<file path="src/rtl/bitty_instr_sequencer.sv">
// Issuing side of the Bitty run/done handshake: a small program RAM is stepped through one word
// at a time, waiting for the core's done between words and flagging a core that never answers.
module bitty_instr_sequencer #(
  parameter int DEPTH   = 16,
  parameter int AW      = 4,
  parameter int IW      = 16,
  parameter int TIMEOUT = 255
) (
  input  logic          clk,
  input  logic          reset,
  input  logic          load_en,
  input  logic [AW-1:0] load_addr,
  input  logic [IW-1:0] load_data,
  input  logic          start,
  input  logic [AW:0]   prog_len,
  input  logic          done,
  output logic [IW-1:0] instruction,
  output logic          run,
  output logic [AW-1:0] pc,
  output logic          busy,
  output logic          finished,
  output logic [AW:0]   instr_count,
  output logic          timeout_err
);

  localparam int CW = $clog2(TIMEOUT + 1);

  localparam logic [1:0] S_IDLE  = 2'd0;
  localparam logic [1:0] S_ISSUE = 2'd1;
  localparam logic [1:0] S_WAIT  = 2'd2;
  localparam logic [1:0] S_ERR   = 2'd3;

  localparam logic [AW:0]   DEPTH_L   = (AW + 1)'(DEPTH);
  localparam logic [CW-1:0] TIMEOUT_L = CW'(TIMEOUT);

  logic [IW-1:0] mem [DEPTH];

  logic [1:0]    state_q, state_d;
  logic [AW:0]   len_q, len_d;
  logic [AW-1:0] pc_q, pc_d;
  logic [IW-1:0] instr_q, instr_d;
  logic          run_q, run_d;
  logic          fin_q, fin_d;
  logic [AW:0]   count_q, count_d;
  logic          err_q, err_d;
  logic [CW-1:0] wcnt_q, wcnt_d;

  logic          idle_like;
  logic          start_ok;
  logic          load_ok;
  logic [AW:0]   len_sat;
  logic          last_instr;

  assign idle_like  = (state_q == S_IDLE) || (state_q == S_ERR);
  assign start_ok   = start && idle_like;
  assign load_ok    = load_en && idle_like;
  assign len_sat    = (prog_len > DEPTH_L) ? DEPTH_L : prog_len;
  assign last_instr = ({1'b0, pc_q} == (len_q - 1'b1));

  // NOTE: storage array has no reset branch so it can map onto RAM; contents survive reset.
  always_ff @(posedge clk) begin
    if (load_ok) mem[load_addr] <= load_data;
  end

  always_comb begin
    // NOTE: every target gets a default first so no path can leave it unassigned (no latches).
    state_d = state_q;
    len_d   = len_q;
    pc_d    = pc_q;
    instr_d = instr_q;
    run_d   = 1'b0;
    fin_d   = 1'b0;
    count_d = count_q;
    err_d   = err_q;
    wcnt_d  = wcnt_q;

    case (state_q)
      S_IDLE, S_ERR: begin
        if (start_ok) begin
          len_d   = len_sat;
          pc_d    = '0;
          count_d = '0;
          err_d   = 1'b0;
          wcnt_d  = '0;
          if (len_sat == '0) begin
            fin_d   = 1'b1;
            state_d = S_IDLE;
          end else begin
            state_d = S_ISSUE;
          end
        end
      end

      // Fetch happens here, so a word written alongside start is the one issued.
      S_ISSUE: begin
        instr_d = mem[pc_q];
        run_d   = 1'b1;
        wcnt_d  = '0;
        state_d = S_WAIT;
      end

      S_WAIT: begin
        if (done) begin
          count_d = count_q + 1'b1;
          if (last_instr) begin
            fin_d   = 1'b1;
            state_d = S_IDLE;
          end else begin
            pc_d    = pc_q + 1'b1;
            state_d = S_ISSUE;
          end
        end else begin
          wcnt_d = wcnt_q + 1'b1;
          if (wcnt_d == TIMEOUT_L) begin
            err_d   = 1'b1;
            state_d = S_ERR;
          end
        end
      end

      default: state_d = S_IDLE;
    endcase
  end

  // NOTE: state registers use non-blocking assignments so all flops update together.
  always_ff @(posedge clk or negedge reset) begin
    if (!reset) begin
      state_q <= S_IDLE;
      len_q   <= '0;
      pc_q    <= '0;
      instr_q <= '0;
      run_q   <= 1'b0;
      fin_q   <= 1'b0;
      count_q <= '0;
      err_q   <= 1'b0;
      wcnt_q  <= '0;
    end else begin
      state_q <= state_d;
      len_q   <= len_d;
      pc_q    <= pc_d;
      instr_q <= instr_d;
      run_q   <= run_d;
      fin_q   <= fin_d;
      count_q <= count_d;
      err_q   <= err_d;
      wcnt_q  <= wcnt_d;
    end
  end

  assign instruction = instr_q;
  assign run         = run_q;
  assign pc          = pc_q;
  assign busy        = (state_q == S_ISSUE) || (state_q == S_WAIT);
  assign finished    = fin_q;
  assign instr_count = count_q;
  assign timeout_err = err_q;

endmodule

</file>
<file path="config.mk">
export PLATFORM = sky130hd
export DESIGN_NAME = bitty_instr_sequencer
export DESIGN_NICKNAME = d
export VERILOG_FILES = /design/src/rtl/bitty_instr_sequencer.sv
export SDC_FILE = /design/constraint.sdc
export NUM_CORES = 1
export LEC_CHECK = 0
export ABC_CLOCK_PERIOD_IN_PS = 7000
export BUFFER_PORTS_ARGS = -buffer_cell sky130_fd_sc_hd__buf_2
export CORE_MARGIN = 3
export CORE_UTILIZATION = 53
export DETAILED_ROUTE_END_ITERATION = 7
export GPL_ROUTABILITY_DRIVEN = 1
export PLACE_DENSITY = 0.71
export SLEW_MARGIN = 10
export SYNTH_ARGS = -nofsm -noshare
export SYNTH_HDL_FRONTEND = slang
export SYNTH_SLANG_ARGS = --single-unit
</file>
<file path="constraint.sdc">
create_clock -name clk -period 7 [get_ports clk]
set_input_delay 1.05 -clock clk [delete_from_list [all_inputs] [get_ports clk]]
set_output_delay 1.05 -clock clk [all_outputs]
set_load 0.02 [all_outputs]
</file>
Yosys cells after proc, flatten, opt, wreduce, memory -nomap -nowiden
Memories as Yosys holds them, arrays and structs flattened. A register that Yosys moved wholly into a read port is not among the register bits.
Index checks and enable logic that the tools add are counted.
{"block": "totals", "word_cells": 69, "memories": 1, "output_inout_bits": 29, "inputBits": 30, "ff_bits": 27, "ram_bits": 256}
{"memory": "mem", "words": 16, "width": 16, "read_ports": 1, "rd_clocked_by_memory_dff": 1, "write_ports": 1, "line": "36", "rtl": "logic [IW-1:0] mem [DEPTH];"}
{"block": "classes", "magnitude_cmp": 1, "n_eq_ne": 11, "mux": 29, "addsub": 4, "reduce_logical": 15}
{"op": "$pmux 8 s3", "count": 1}
{"op": "$mux 8", "count": 2}
{"op": "$mux 5", "count": 3}
{"op": "$mux 1", "count": 12}
{"op": "$mux 4", "count": 3}
{"op": "$ne 2x2->1 const B", "count": 5}
{"op": "$pmux 5 s2", "count": 1}
{"op": "$add 8x1->8 const B", "count": 1}
{"op": "$eq 8x8->1 const B", "count": 1}
{"op": "$pmux 4 s2", "count": 1}
{"op": "$reduce_and 4->1", "count": 2}
{"op": "$mux 2", "count": 3}
{"op": "$pmux 2 s3", "count": 1}
{"op": "$reduce_and 2->1", "count": 3}
{"op": "$add 5x1->5 const B", "count": 1}
{"op": "$eq 4x5->1", "count": 1}
{"op": "$gt 5x5->1 const B", "count": 1}
{"op": "$logic_not 5->1", "count": 1}
{"op": "$sub 5x1->5 const B", "count": 1}
{"op": "$add 4x1->4 const B", "count": 1}
{"op": "$eq 2x2->1 const B", "count": 2}
{"op": "$pmux 1 s2", "count": 2}
{"op": "$ne 3x3->1 const B", "count": 1}
{"op": "$reduce_and 3->1", "count": 1}
{"op": "7 further kinds", "count": 9}

Logic depth before layout (Yosys ltp)
Gate-level depths: netlist (run 1).
{"block": "logic_depth", "word_depth": 6, "depth_mapped": 9, "depth_no_buf": 7}

Worst setup path after synthesis (run 1)
Ideal clock, no wire load.
{"block": "synth_path", "path_kind": "input to register", "startpoint": "input port load_en", "endpoint": "memory mem[0][0], enable pin", "cell_stages": 3, "slack_ps": 3973, "required_time_ps": 6591, "path_buffers": 0, "t_arrival_ps": 2618, "cell_sequence": "nand2_1 > or3_1 > nor3_1"}
{"block": "synth_via", "elab_chain_cells": 3}
{"item": "from (decl)", "line": "11", "rtl": "input logic load_en,"}
{"item": "$logic_and 1x1->1", "line": "56", "rtl": "assign load_ok = load_en && idle_like;"}
{"item": "$mux 1", "line": "62", "rtl": "if (load_ok) mem[load_addr] <= load_data;"}
{"item": "$mux 1 (implied by the code)", "line": "62"}
{"item": "to (decl)", "line": "36"}
No other way between the ends.

Worst setup path in the final report (run 1)
{"block": "layout_path", "startpoint": "register state_q[1]", "endpoint": "output port busy"}
{"block": "layout_via", "elab_chain_cells": 2, "word_cells_on_any_way": 3, "classes_between": "2 x eq/ne; 1 x reduce/logical"}
{"item": "from (decl)", "line": "38", "rtl": "logic [1:0] state_q, state_d;"}
{"item": "from (signal assigned)", "line": "138", "rtl": "state_q <= state_d;"}
{"item": "$eq 2x1->1 or $eq 2x2->1 (tied branches)", "line": "153", "rtl": "assign busy = (state_q == S_ISSUE) || (state_q == S_WAIT);"}
{"item": "$logic_or 1x1->1 *", "line": "153"}
{"item": "to (decl)", "line": "20", "rtl": "output logic busy,"}
Mark *: on every way between the ends. The rest lies on a longest branch, timed or not.

==> run_results.csv, run 1 <==
group,metric,value,unit
status,status,"finished, final reports clean",
power,power.total,4.74,mW
critical_path,cp_num_buf_inv,2,
logic_synthesis,yosysTopAreaCellShare,64.3,%
global_routing,grt_use_total,20.6,%
placement,gp_congestion,0.835,
logic_synthesis,async_reset_ff_share,14.4,%
logic_synthesis,syn_nets,735,
power,power.leakage,4.76,nW
critical_path,critical_path.top_delay_family,"adder cells",
clocking,cts_htree_levels,1,
final_layout,final.fill_count,1568,
timing,finalHoldViolCount,0,
logic_synthesis,syn_inst,698,
clocking,ctsHoldBuffers,0,
power,ir_drop,230,uV
floorplan,pin_count,59,
timing,maxSlewHeadroom,20.4,%
detailed_routing,dr.pass1.iters,5,
placement,portBuffers,58,
run,drv_cap,0,
floorplan,die_w,156,um
critical_path,worstPathRequired,5.95,ns
floorplan,die_y,156,um
detailed_routing,drtIter0Drc,657,
critical_path,crit_chain,"ha_1, inv_1, buf_2",
clocking,cts_resized,0,
timing,finalCritPeriodShare,41.7,%
critical_path,cp_slowest_stage_delay,0.58,ns
floorplan,core_area,22000,um2
timing,tns,0,ns
logic_synthesis,ys_seq_area_share,73.3,%
logic_synthesis,synth.distinct_cells,42,
final_layout,antenna-diode-count,0,
critical_path,arrival,1.87,ns
critical_path,start_kind,"flop",
power,p_per_area,349,nW/um2
detailed_routing,routed_wl,24.9,mm
logic_synthesis,synth_edf_count,256,
clocking,clkLatencyLatePin,0.54,ns
global_routing,grt_max_degree,69,
floorplan,rows,54,
detailed_routing,wire_per_inst,23.2,um
timing,clock.fmax,343,MHz
critical_path,cp-end-kind,"output pin",
logic_synthesis,syn_avg_cell_area,17.1,um2
clocking,cts_tree,"yes",
final_layout,utilization,61.8,%
timing,layout_min_cycle_time,2.92,ns
critical_path,path_max_fanout,8,
logic_synthesis,ys_warn_count,0,
logic_synthesis,netlist_area,12000,um2
timing,grt_setup_unrepaired,"no",
final_layout,drive_gt1_share,25.7,%
clocking,cts.sinks,299,
clocking,clock_path_buffers,3,
critical_path,critical_path_class,"flop to output pin",
final_layout,nets,807,
clocking,clk_pin_slew,0.06,ns
clocking,cts-root-buf,"clkbuf_16",
critical_path,crit_slowest_cell,"ha_1",
detailed_routing,drc,0,
timing,setup_violations,0,
timing,skew,0.0135,ns
detailed_routing,vias,6401,
timing,slew_viol_final,0,
logic_synthesis,synth-seq-cells,299,
final_layout,syn_to_final_growth,13.7,%
min_path,hold_class,"flop to flop",
logic_synthesis,synth_area_leader_cell,"edfxtp_1",
floorplan,start_util,54.3,%
detailed_routing,vias_per_cell,5.97,
logic_synthesis,synth_ff_type,"edfxtp_1",
timing,worstMarginPinSlew,1.19,ns
clocking,cts_setup_buffers,0,
detailed_routing,ant_nets,0,
global_routing,grt_pass1_vias,6586,
floorplan,dieArea,24400,um2
logic_synthesis,yosys-top-cells-area,"edfxtp_1, mux4_2, dfrtp_1",
global_routing,grt_overflow,0,
global_routing,grt_antenna_before_repair,0,
placement,dp_hpwl,14.9,mm
clocking,cts_buffers,29,
global_routing,grt_pass1_wl,38.3,mm
==> metrics by stage <==
stage	worst slack (ns)	hold slack (ns)	instance area, um2	instances
global route	3.92	0.525	13600	1073
CTS	4.07	0.499	13600	1073
detailed placement	4.09	0.478	12600	1019
global placement	4.12	0.472	12600	1019
finish	4.08	0.497	13600	1073
floorplan	3.97	0.445	12000	698
==> synthesized netlist by cell type, drive strengths merged (2+ instances only) <==
library cell	n
nor2	27
a22oi	16
a21oi	3
dfrtp	43
xor2	5
and3	3
clkbuf	15
or3	3
nor2b	4
mux2i	6
mux2	2
edfxtp	256
inv	23
a22o	2
mux4	64
a21o	2
nand2b	9
nand2	115
nand3	8
o31ai	3
nand4	5
o21ai	35
nor3	6
xnor2	7
buf	19
ha	7
==> registers in the layout (all words and copies together) (netlist names) <==
register,cells
mem,256
instruction,16
wcnt_q,8
instr_count,5
len_q,5
pc,4
state_q,2
finished,1
run,1
timeout_err,1
==> report_power, final <==
group | leakage (nW) | internal (mW) | switching [mW]
Combinational | 1.41 | 0.438 | 0.551
Sequential | 2.86 | 2.05 | 0.122
Clock | 0.486 | 0.950 | 0.625
Total | 4.76 | 3.44 | 1.30
==> final timing paths <==
path / cells after the start / slack, ns / to / startpoint
min in group asynchronous: 1 / 0.70 / len_q[1] / reset
worst max register to register: 6 / 4.17 / instruction[3] / pc[0]
max in group asynchronous: 1 / 5.57 / pc[0] / reset
worst min register to register: 1 / 0.50 / wcnt_q[7] / wcnt_q[7]
worst max-delay path: 3 / 4.08 / busy / state_q[1]
worst min-delay path: 1 / 0.50 / wcnt_q[7] / wcnt_q[7]
==> routing by layer <==
metal	GRT usage (%)	up-vias	part of all wire, %
met1	30.0	3280	43
met3	3.36	45	6.5
met5	0	-	0
met4	6.88	0	2.8
li1	-	2822	-
met2	32.5	254	48
==> cell usage in the layout (no fill, tap or decap), types with 5 or more instances in the layout <==
cell,n
mux2i_1,6
dfrtp_1,41
nand2b_1,9
a22oi_1,16
buf_2,58
xor2_1,5
o21ai_1,6
ha_1,7
o21ai_0,28
xnor2_1,7
clkbuf_8,11
nor2_1,22
clkbuf_16,29
nand2_1,115
nand3_1,7
clkbuf_1,5
inv_1,23
mux4_2,64
edfxtp_1,256
nand4_1,5
buf_4,17
==> layout make-up <==
| cell class | instances | area, um2 | area share, % |
|---|---|---|---|
| multi-input cells | 341 | 2980 | 21.9 |
| inverters | 24 | 90.1 | 0.662 |
| flip-flops and latches | 299 | 8770 | 64.5 |
| repair buffers | 75 | 418 | 3.07 |
| clock buffers | 45 | 896 | 6.59 |
| well taps | 280 | 350 | 2.58 |
| clock inverters | 9 | 101 | 0.745 |
==> worst register-to-register path, delay by kind of cell (launching register included) <==
kind	cells	cell delay [ns]
AND/OR/NAND/NOR	2	0.15
multiplexers	1	0.66
flip-flops	1	0.82
AO/OA/AOI/OAI	2	0.35
buffers and inverters	1	0.73
==> cell families (layout without fill, tap and decap cells) <==
group / Yosys count / in the layout / share of synthesized area, %
AND/OR/NAND/NOR: 185 / 185 / 6.69
multiplexers: 72 / 72 / 12.7
flip-flops: 299 / 299 / 73.3
adder cells (fa/ha/maj): 7 / 7 / 0.732
AO/OA/AOI/OAI: 65 / 65 / 3.55
buffers and inverters: 58 / 153 / 2.12
XOR/XNOR: 12 / 12 / 0.879
(Power assumes the default switching activity.)
==> run 2, diff against run 1 <==
--- a/config.mk
+++ b/config.mk
@@ -5,7 +5,7 @@
 export SDC_FILE = /design/constraint.sdc
 export NUM_CORES = 1
 export LEC_CHECK = 0
-export ABC_CLOCK_PERIOD_IN_PS = 7000
+export ABC_CLOCK_PERIOD_IN_PS = 2900
 export BUFFER_PORTS_ARGS = -buffer_cell sky130_fd_sc_hd__buf_2
 export CORE_MARGIN = 3
 export CORE_UTILIZATION = 53
==> constraint.sdc (replaced) <==
create_clock -name clk -period 2.9 [get_ports clk]
set_input_delay 0.435 -clock clk [delete_from_list [all_inputs] [get_ports clk]]
set_output_delay 0.435 -clock clk [all_outputs]
set_load 0.02 [all_outputs]
==> run_results.csv, run 2 (synthesized netlist as in run 1, its figures left out) <==
group,metric,value,unit
final_layout,final_cell_mix,"edfxtp_1, nand2_1, mux4_2, buf_2, dfrtp_1",
timing,holdWs,0.0572,ns
placement,portBuffers,58,
global_routing,grt_use_total,21.4,%
timing,finalCritPeriodShare,79.7,%
floorplan,dieArea,24400,um2
floorplan,die_y,156,um
final_layout,drive_gt1_share,26.0,%
detailed_routing,vias_per_cell,5.93,
detailed_routing,wire_per_inst,23.2,um
timing,maxSlewHeadroom,32.6,%
critical_path,crit_chain,"inv_1, ha_1, nand2_1, nor2_1, nand2_1, nor2_1, buf_4",
critical_path,crit_path_end,"mem[6][1]",
detailed_routing,drc,0,
critical_path,crit_slowest_cell,"ha_1",
power,ir_drop,493,uV
power,seqPwrFrac,44.1,%
clocking,ctsHoldBuffers,0,
final_layout,post-route-cell-area,13700,um2
floorplan,die_w,156,um
critical_path,cp-end-kind,"flop",
global_routing,grt_overflow,0,
timing,slew_viol_final,0,
critical_path,crit_path_start,"state_q[0]",
critical_path,reg2reg_to,"mem[6][1]",
critical_path,cp_num_buf_inv,2,
critical_path,rrSetupSlack,0.59,ns
placement,placedCellCount,1027,
status,status,"finished, final reports clean",
final_layout,syn_to_final_growth,14.6,%
detailed_routing,vias,6417,
final_layout,regMostFlops,"mem",
clocking,cts_buffers,30,
timing,skew,0.0105,ns
critical_path,r2r_cells,7,
final_layout,final_cells,1083,
critical_path,r2r-start,"state_q[0]",
clocking,cts_setup_buffers,0,
critical_path,critical_path_class,"flop to flop",
floorplan,core_area,22000,um2
detailed_routing,dr.pass1.iters,7,
critical_path,start_kind,"flop",
placement,placed_area,12700,um2
final_layout,largest_register_ffs,256,
placement,gp_congestion,0.863,
final_layout,nets,816,
timing,setup_violations,0,
critical_path,cp_slowest_stage_delay,0.51,ns
timing,clock.fmax,433,MHz
floorplan,pin_count,59,
clocking,clk_pin_slew,0.06,ns
clocking,cts_resized,0,
global_routing,grt_antenna_before_repair,0,
min_path,hold_class,"primary input to async pin",
run,drv_cap,0,
critical_path,path_depth,7,
power,combinationalPowerShare,22.2,%
global_routing,grt_pass1_vias,6693,
final_layout,layout_commonest_cell,"edfxtp_1",
critical_path,path_max_fanout,12,
timing,worstMarginPinSlew,1.01,ns
power,p_per_area,849,nW/um2
timing,layout_min_cycle_time,2.31,ns
clocking,cts_tree,"yes",
power,clkPwrFrac,33.7,%
detailed_routing,drtIter0Drc,566,
global_routing,grt_max_degree,67,
clocking,clkLatencyLatePin,0.55,ns
timing,tns,0,ns
power,power.total,11.6,mW
clocking,clock_path_buffers,3,
power,switchingPower,3.21,mW
final_layout,antenna-diode-count,0,
global_routing,grt_pass1_wl,39.7,mm
floorplan,start_util,54.3,%
floorplan,rows,54,
clocking,cts-root-buf,"clkbuf_16",
detailed_routing,ant_nets,0,
power,power.leakage,4.82,nW
power,swShare,27.6,%
critical_path,worstPathRequired,3.15,ns
timing,grt_setup_unrepaired,"no",
clocking,cts.sinks,299,
critical_path,critical_path.top_delay_family,"simple AND/OR/NAND/NOR gates",
critical_path,arrival,2.56,ns
power,intPower,8.43,mW
placement,dp_hpwl,15.6,mm
clocking,cts_htree_levels,1,
timing,finalHoldViolCount,0,
detailed_routing,routed_wl,25.2,mm
run 2: cell types whose count changed in the layout (fill, tap and decap cells not counted), moves of 3 or more:
cell,change
clkbuf_8,-11
buf_4,+5
clkbuf_1,+4
buf_12,+3
bufinv_16,+3
clkinv_2,+3
run 2: power by group through the flow:
stage          sequential [mW]  combinational, mW  clock, mW
6_report                  5.13               2.58       3.93
5_1_grt                   5.16               2.84       4.16
4_1_cts                   5.13               2.61       4.00
3_5_place_dp              5.22               2.58          0
3_3_place_gp              5.20               2.54          0
2_1_floorplan             5.32               1.73          0
run 2: routing by layer:
layer  GRT usage, %  vias up  wire, um
met2           34.3      246     12100
met4           5.84        0       566
met5              0        -         0
met1           31.1     3294     10800
met3           3.50       45      1650
li1               -     2832         -
run 2: cell type report:
| class | instances | area (um2) |
|---|---|---|
| sequential | 299 | 8770 |
| fill | 1543 | 8320 |
| multi-input combinational | 341 | 2970 |
| clock buffer | 39 | 785 |
| timing repair buffer | 83 | 515 |
| tap | 280 | 350 |
| clock inverter | 17 | 226 |
| inverter | 24 | 90.1 |
run 2: how the worst min path moves through the flow:
| stage | from | to | depth (start not counted) |
|---|---|---|---|
| after floorplan | reset | finished | 0 |
| after global placement | wcnt_q[7] | wcnt_q[7] | 1 |
| after detailed placement | wcnt_q[7] | wcnt_q[7] | 1 |
| after CTS | reset | instr_count[2] | 1 |
| after global routing | reset | instr_count[2] | 1 |
| final | reset | instr_count[2] | 1 |
run 2: per-stage QoR:
step                setup WS, ns  utilization [%]
finish                     0.589             62.2
global route               0.435             62.2
CTS                        0.587             62.2
detailed placement         0.598             57.6
global placement           0.708             57.6
floorplan                  0.111                -
